File: src/rtl/hv_pkg.sv
// Shared constants and types for the hypervector result path.
package hv_pkg;

  // Output word width; the packer and its consumers assume 32.
  localparam int unsigned WORD_W = 32;

  // Depth of the per-dimension counter update pipeline.
  localparam int unsigned CNT_PIPE_LAT = 3;

  typedef enum logic {IDLE, SEND} pack_state_t;

  // Number of WORD_W-bit words needed to carry DIM sign bits.
  function automatic int unsigned nwords(input int unsigned dim);
    return dim / WORD_W;
  endfunction

endpackage

File: src/rtl/hv_pulse_delay.sv
// Fixed-latency pulse delay line with synchronous flush. Each input pulse
// re-emerges Depth cycles later, so back-to-back pulses stay distinct.
module hv_pulse_delay #(
  parameter int unsigned Depth = 4
) (
  input  logic clk,
  input  logic rst_n,
  input  logic pulse_i,
  input  logic flush_i,
  output logic pulse_o
);

  if (Depth < 1) begin : g_bad_depth
    $error("hv_pulse_delay: Depth must be >= 1");
  end

  logic [Depth-1:0] sr_q, sr_d;

  // Shift the pulse one stage per cycle; flush wipes every stage.
  always_comb begin
    sr_d    = '0;
    sr_d[0] = pulse_i;
    for (int unsigned i = 1; i < Depth; i++) begin
      sr_d[i] = sr_q[i-1];
    end
    if (flush_i) begin
      sr_d = '0;
    end
  end

  // Delay line register.
  always_ff @(posedge clk or negedge rst_n) begin
    if (!rst_n) begin
      sr_q <= '0;
    end else begin
      sr_q <= sr_d;
    end
  end

  assign pulse_o = sr_q[Depth-1];

endmodule

File: src/rtl/hv_sign_packer.sv
// Snapshots the DIM counter sign bits a fixed delay after the final bundling
// update and streams them out as 32-bit words over valid/ready.
// Optional feature: define HV_SIGN_PACKER_POPCNT_EN to add dout_popcnt, the
// number of set bits in the snapshot, presented with the last word.
module hv_sign_packer
  import hv_pkg::*;
#(
  parameter int unsigned DIM           = 1024,
  parameter int unsigned CAPTURE_DELAY = CNT_PIPE_LAT + 1
) (
  input  logic                       clk,
  input  logic                       rst_n,
  input  logic                       acc_last,
  input  logic                       clear,
  input  logic [DIM-1:0]             sign_bits,
  output logic [WORD_W-1:0]          dout_data,
  output logic                       dout_valid,
  input  logic                       dout_ready,
  output logic                       dout_last,
`ifdef HV_SIGN_PACKER_POPCNT_EN
  output logic [$clog2(DIM+1)-1:0]   dout_popcnt,
`endif
  output logic                       busy,
  output logic                       overrun
);

  localparam int unsigned NWORDS = nwords(DIM);
  localparam int unsigned IdxW   = (NWORDS > 1) ? $clog2(NWORDS) : 1;
  localparam logic [IdxW-1:0] LastIdx = IdxW'(NWORDS - 1);

  if ((DIM == 0) || ((DIM % WORD_W) != 0)) begin : g_bad_dim
    $error("hv_sign_packer: DIM must be a non-zero multiple of WORD_W");
  end

  pack_state_t       state_q, state_d;
  logic [DIM-1:0]    snap_q, snap_d;
  logic [IdxW-1:0]   idx_q, idx_d;
  logic              overrun_q, overrun_d;
  logic              cap;
  logic              load;
  logic              hs;
  logic              is_last;
  logic [WORD_W-1:0] word_cur;

  // Aligns acc_last with the moment the counters hold their final value.
  hv_pulse_delay #(
    .Depth (CAPTURE_DELAY)
  ) u_cap_delay (
    .clk     (clk),
    .rst_n   (rst_n),
    .pulse_i (acc_last),
    .flush_i (clear),
    .pulse_o (cap)
  );

  // Select the current word of the snapshot.
  always_comb begin
    word_cur = '0;
    for (int unsigned w = 0; w < NWORDS; w++) begin
      if (idx_q == IdxW'(w)) begin
        word_cur = snap_q[w*WORD_W +: WORD_W];
      end
    end
  end

  assign is_last = (idx_q == LastIdx);
  assign hs      = (state_q == SEND) && dout_ready;

  // State register.
  always_ff @(posedge clk or negedge rst_n) begin
    if (!rst_n) begin
      state_q <= IDLE;
    end else begin
      state_q <= state_d;
    end
  end

  // Next state, snapshot load, word index and overrun tracking.
  always_comb begin
    state_d   = state_q;
    idx_d     = idx_q;
    overrun_d = overrun_q;
    load      = 1'b0;
    if (clear) begin
      state_d   = IDLE;
      idx_d     = '0;
      overrun_d = 1'b0;
    end else begin
      unique case (state_q)
        IDLE: begin
          if (cap) begin
            load    = 1'b1;
            idx_d   = '0;
            state_d = SEND;
          end
        end
        SEND: begin
          if (hs && is_last) begin
            idx_d = '0;
            if (cap) begin
              // New frame starts right behind the old one, no valid gap.
              load = 1'b1;
            end else begin
              state_d = IDLE;
            end
          end else begin
            if (hs) begin
              idx_d = idx_q + 1'b1;
            end
            if (cap) begin
              // Frame still in flight: the new snapshot is dropped.
              overrun_d = 1'b1;
            end
          end
        end
        default: state_d = IDLE;
      endcase
    end
  end

  assign snap_d = load ? sign_bits : snap_q;

  // Datapath registers.
  always_ff @(posedge clk or negedge rst_n) begin
    if (!rst_n) begin
      snap_q    <= '0;
      idx_q     <= '0;
      overrun_q <= 1'b0;
    end else begin
      snap_q    <= snap_d;
      idx_q     <= idx_d;
      overrun_q <= overrun_d;
    end
  end

  // Stream outputs; all derive from registers so they hold under backpressure.
  always_comb begin
    dout_valid = (state_q == SEND);
    busy       = (state_q == SEND);
    dout_last  = (state_q == SEND) && is_last;
    dout_data  = word_cur;
    overrun    = overrun_q;
  end

`ifdef HV_SIGN_PACKER_POPCNT_EN
  localparam int unsigned PopW = $clog2(DIM + 1);

  logic [PopW-1:0] pop_q, pop_d;
  logic [PopW-1:0] word_pop;

  // Ones in the word currently presented.
  always_comb begin
    word_pop = '0;
    for (int unsigned i = 0; i < WORD_W; i++) begin
      word_pop = word_pop + PopW'(word_cur[i]);
    end
  end

  // Running sum over words already accepted in this frame.
  always_comb begin
    pop_d = pop_q;
    if (clear || load) begin
      pop_d = '0;
    end else if (hs && !is_last) begin
      pop_d = pop_q + word_pop;
    end
  end

  // Popcount accumulator register.
  always_ff @(posedge clk or negedge rst_n) begin
    if (!rst_n) begin
      pop_q <= '0;
    end else begin
      pop_q <= pop_d;
    end
  end

  // The total is only meaningful alongside the final word.
  always_comb begin
    dout_popcnt = ((state_q == SEND) && is_last) ? (pop_q + word_pop) : '0;
  end
`endif

endmodule
File: config.mk
export PLATFORM = sky130hd
export DESIGN_NAME = hv_sign_packer
export DESIGN_NICKNAME = d
export VERILOG_FILES = /design/src/rtl/hv_pkg.sv /design/src/rtl/hv_pulse_delay.sv /design/src/rtl/hv_sign_packer.sv
export SDC_FILE = /design/constraint.sdc
export NUM_CORES = 2
export LEC_CHECK = 0
export CAP_MARGIN = 20
export CORE_AREA = 2 2 416 418
export DETAILED_ROUTE_END_ITERATION = 16
export DIE_AREA = 0 0 418 420
export MAX_ROUTING_LAYER = met4
export PLACE_DENSITY_LB_ADDON = 0.15
export RECOVER_POWER = 25
export SKIP_LAST_GASP = 1
export SYNTH_ARGS = -nofsm -noshare
export SYNTH_HDL_FRONTEND = slang
export SYNTH_HIERARCHICAL = 1
export SYNTH_SLANG_ARGS = --single-unit
File: constraint.sdc
create_clock -name clk -period 3.3 [get_ports clk]
set_input_delay 0.33 -clock clk [delete_from_list [all_inputs] [get_ports clk]]
set_output_delay 0.33 -clock clk [all_outputs]
set_load 0.02 [all_outputs]
==> summary.txt <==
Synth
  • Seq cells post-synth: 1035
  • Post-synthesis sequential area ratio: 53.1%
  • Post-synthesis async set-or-reset flop share: 100%
  • Top_reg_cell synth: dfrtp_1
  • Mapped Area: 0.0487 sq mm
  • Post-synthesis mux area share: 22.5%
  • Post-synthesis simple-gate area fraction: 6.92%
  • Cell variety after synth: 83
  • Avg Cell Area, Syn: 11.8 sq um
  • Post-Synth XOR/XNOR Area: 0%
  • Syn nets: 5152
  • Cells after Synth: 4117
  • Yosys warnings: 6
  • Largest family of logic cells by synthesized area: multiplexers
  • Post-synth EDFFs: 0
  • Post-Synth Adder-Cell Area: 0.154%
  • Post-synthesis compound-gate area fraction: 14.1%

Power and ir drop
  • Final Power: 38.1 mW
  • VDD IR max: 0.000439 V
  • Static leakage power: 32.9 nW
  • Power per Cell Area: 497 mW/mm^2

Route
  • First-pass iteration count of the detailed router: 6
  • Iter 0 DRT Violations: 3947
  • Routed wire length: 281000 um
  • Residual DRC: 0
  • Via/cell ratio: 5.38
  • Antenna-violating nets left: 0
  • Wirelength per Cell: 33.9 um
  • DR vias: 44657

Finish
  • Commonest non-fill, non-tap cell in the layout: dfrtp_1
  • Most frequent cells in the layout: dfrtp_1 (1032), clkdlybuf4s50_1 (1029), mux2_2 (972)
  • Finished Core Util: 44.8%
  • Nets: 6891
  • Ratio of cells with drive above 1 in the final layout: 40.6%
  • Post-layout instance area: 0.0767 sq mm
  • Area grow syn2layout: 57.3%

Flow run
  • Max-Cap Viols: 1

Setup path
  • Crit Path Class: register to output port
  • Reg2reg path depth: 13
  • Crit path cell chain: inv_2 -> buf_4 -> ha_4 -> buf_8 -> buf_4 -> nand2_4 -> nor3_4 -> buf_12 -> a221oi_1 -> o211ai_1 -> o21bai_4 -> buf_12 -> a31oi_4 -> buf_6 -> buf_12
  • CP peak stage delay: 680 ps
  • Crit. Startpoint: idx_q[1]
  • Crit path capture type: output port
  • Flop-to-flop setup slack: 190 ps
  • Cell mode on critical path: buf_12
  • Startpoint Class: register
  • RR Startpoint: idx_q[0]
  • Worst-path maximum fanout: 6
  • R2r endpoint: snap_q[211]
  • CP Data Arrival Time: 4030 ps
  • Worst path slowest cell: o211ai_1
  • Crit path to: dout_data[6]
  • Critical Path RT: 2970 ps

STA
  • Fin. Hold Viols: 0
  • Max Fclk: 229 MHz
  • Final setup fails: 32
  • RSZ-0062 raised after global routing: yes
  • Fin crit period: 4360 ps
  • Slew Viols, Final: 46
  • Worst-margin pin slew: 1890 ps
  • Layout Skew: 30.1 ps
  • Worst relative slew slack: -26.0%
  • Post-route setup slack: -1060 ps
  • Period utilization: 132%

Clocking
  • CTS tree: yes
  • Clock sink total: 1035
  • Worst-skew pair later-pin latency: 810 ps
  • CTS buffer count: 130
  • Clock transition at the registers of the reported paths: 60 ps
  • CTS Root Cell: clkbuf_16
  • Max clock buf depth: 3
  • H-tree levels: 4

Placed design
  • Dpl hpwl: 227000 um
  • Placement Cell Area: 0.0681 sq mm
  • Pre-CTS WS: -1170 ps
  • Placer's final routability congestion estimate: 1.00
  • IO Port Bufs: 1064

Global route
  • Gr usage total: 32.0%
  • Initial antenna violation count: 132
  • Vias in the first global route: 44721
  • First-pass GRT wire length: 374000 um
  • Maximum number of pins on one net before global-route repair: 123
  • GRT overflow: 0

Die
  • Die Ht: 420 um
  • Die W: 418 um
  • Rows: 152
  • Die ar.: 0.176 sq mm
  • Core area: 0.171 sq mm
  • Boundary Pins: 1065
  • Initial cell density of the core: 28.5%

Run status
  • Status: finished with violations
  • Violated checks: capacitance limit, slew limit, setup timing

Min path
  • Worst min path class: input pin to register
==> state kept, by name (all words and copies together), names as in the netlist <==
register / flops
snap_q: 1024
busy: 1
overrun: 1
u_cap_delay/sr_q: 4
idx_q: 5
==> cells in the mapped netlist (5+ instances only) <==
master,number,area [sq um]
a22o_1,14,123
nand3_1,25,125
and2_1,5,31.3
o22a_1,10,87.6
inv_1,61,229
o32ai_1,13,114
a31oi_1,15,93.8
a21oi_1,256,1280
nand2_1,190,713
o211ai_1,31,233
nor2b_1,18,113
dfrtp_1,1035,25900
a41oi_1,6,52.6
ha_1,6,75.1
o2111ai_1,12,105
nand4_1,6,37.5
a221oi_1,78,683
mux2_2,972,10900
and3_1,5,31.3
a2111oi_0,21,184
o21ai_0,238,1190
a222oi_1,6,60.1
nor4_1,10,62.6
o31ai_1,7,52.6
nand4b_1,11,96.3
or2_2,12,75.1
buf_2,120,601
a22oi_1,40,300
o221ai_1,37,324
nor3b_1,9,67.6
a221o_1,30,300
o21a_1,13,97.6
a211oi_1,23,173
nand4bb_1,8,90.1
a211o_1,11,96.3
nand2b_1,26,163
nor2_1,236,886
buf_1,18,67.6
o2bb2ai_1,13,114
nor3_1,56,280
clkbuf_1,162,608
or3_1,14,87.6
and4b_1,5,50.1
a21o_1,12,90.1
o22ai_1,133,832
==> kinds of logic (layout without fill, tap and decap cells) <==
logic type	after synthesis	after routing
other	0	104
muxes	972	972
DFF	1035	1035
buffers and inverters	369	2208
and+or+nand+nor	681	681
AOI/OAI and AO/OA	1054	1054
adders and majority gates	6	6
==> worst max-delay path, delay by kind of cell, from the launching register on <==
family	cells	cell delay, ps
compound gates	4	1270
fa+ha+maj	1	200
buf+inv	8	1090
flops	1	390
simple gates	2	270
==> per-layer routing <==
| metal | GRT usage [%] | wire [um] | vias to the layer above |
|---|---|---|---|
| li1 | - | - | 19024 |
| met4 | 14.8 | 14700 | 0 |
| met5 | - | 0 | - |
| met3 | 6.28 | 18400 | 516 |
| met1 | 40.1 | 117000 | 23172 |
| met2 | 49.6 | 131000 | 1945 |
==> worst min path at each step <==
| stage | start | endpoint | depth (start not counted) |
|---|---|---|---|
| after floorplan | rst_n | busy | 0 |
| after global placement | rst_n | snap_q[322] | 1 |
| after detailed placement | rst_n | snap_q[332] | 1 |
| after CTS | sign_bits[203] | snap_q[203] | 3 |
| after global routing | acc_last | u_cap_delay/sr_q[0] | 2 |
| final | sign_bits[203] | snap_q[203] | 3 |
==> where the power goes <==
| part | internal, mW | switching (mW) | total [mW] |
|---|---|---|---|
| registers | 15.1 | 1.96 | 17.0 |
| clock network | 8.39 | 6.28 | 14.7 |
| logic | 3.84 | 2.56 | 6.40 |
| total | 27.3 | 10.8 | 38.1 |
==> through the flow <==
stage               setup TNS [ps]  hold slack (ps)  cells
CTS                         -31650             41.4   8154
global placement            -28310              353   7864
finish                      -28450             90.8   8293
global route                -43870             91.0   8280
floorplan                        0             34.4   4117
detailed placement          -30490              355   7867
==> timing repair <==
action | in CTS | in global routing
pin swaps | 110 | 129
resized for setup | 456 | 270
buffers inserted | 61 | 43
gates cloned | 8 | 5
hold buffers | 1 | 0
hold endpoints to repair | 118 | 0
setup endpoints to repair | 599 | 387
==> area by class of cell <==
cell class	instances	area [sq um]
inverter	63	240
antenna	104	260
timing repair buffer	1913	19100
multi-input combinational	2713	24100
clock buffer	185	3670
clock inverter	47	592
tap	2233	2790
sequential	1035	25900
fill	16079	94300
No activity file was read; power rests on OpenSTA's default activity.
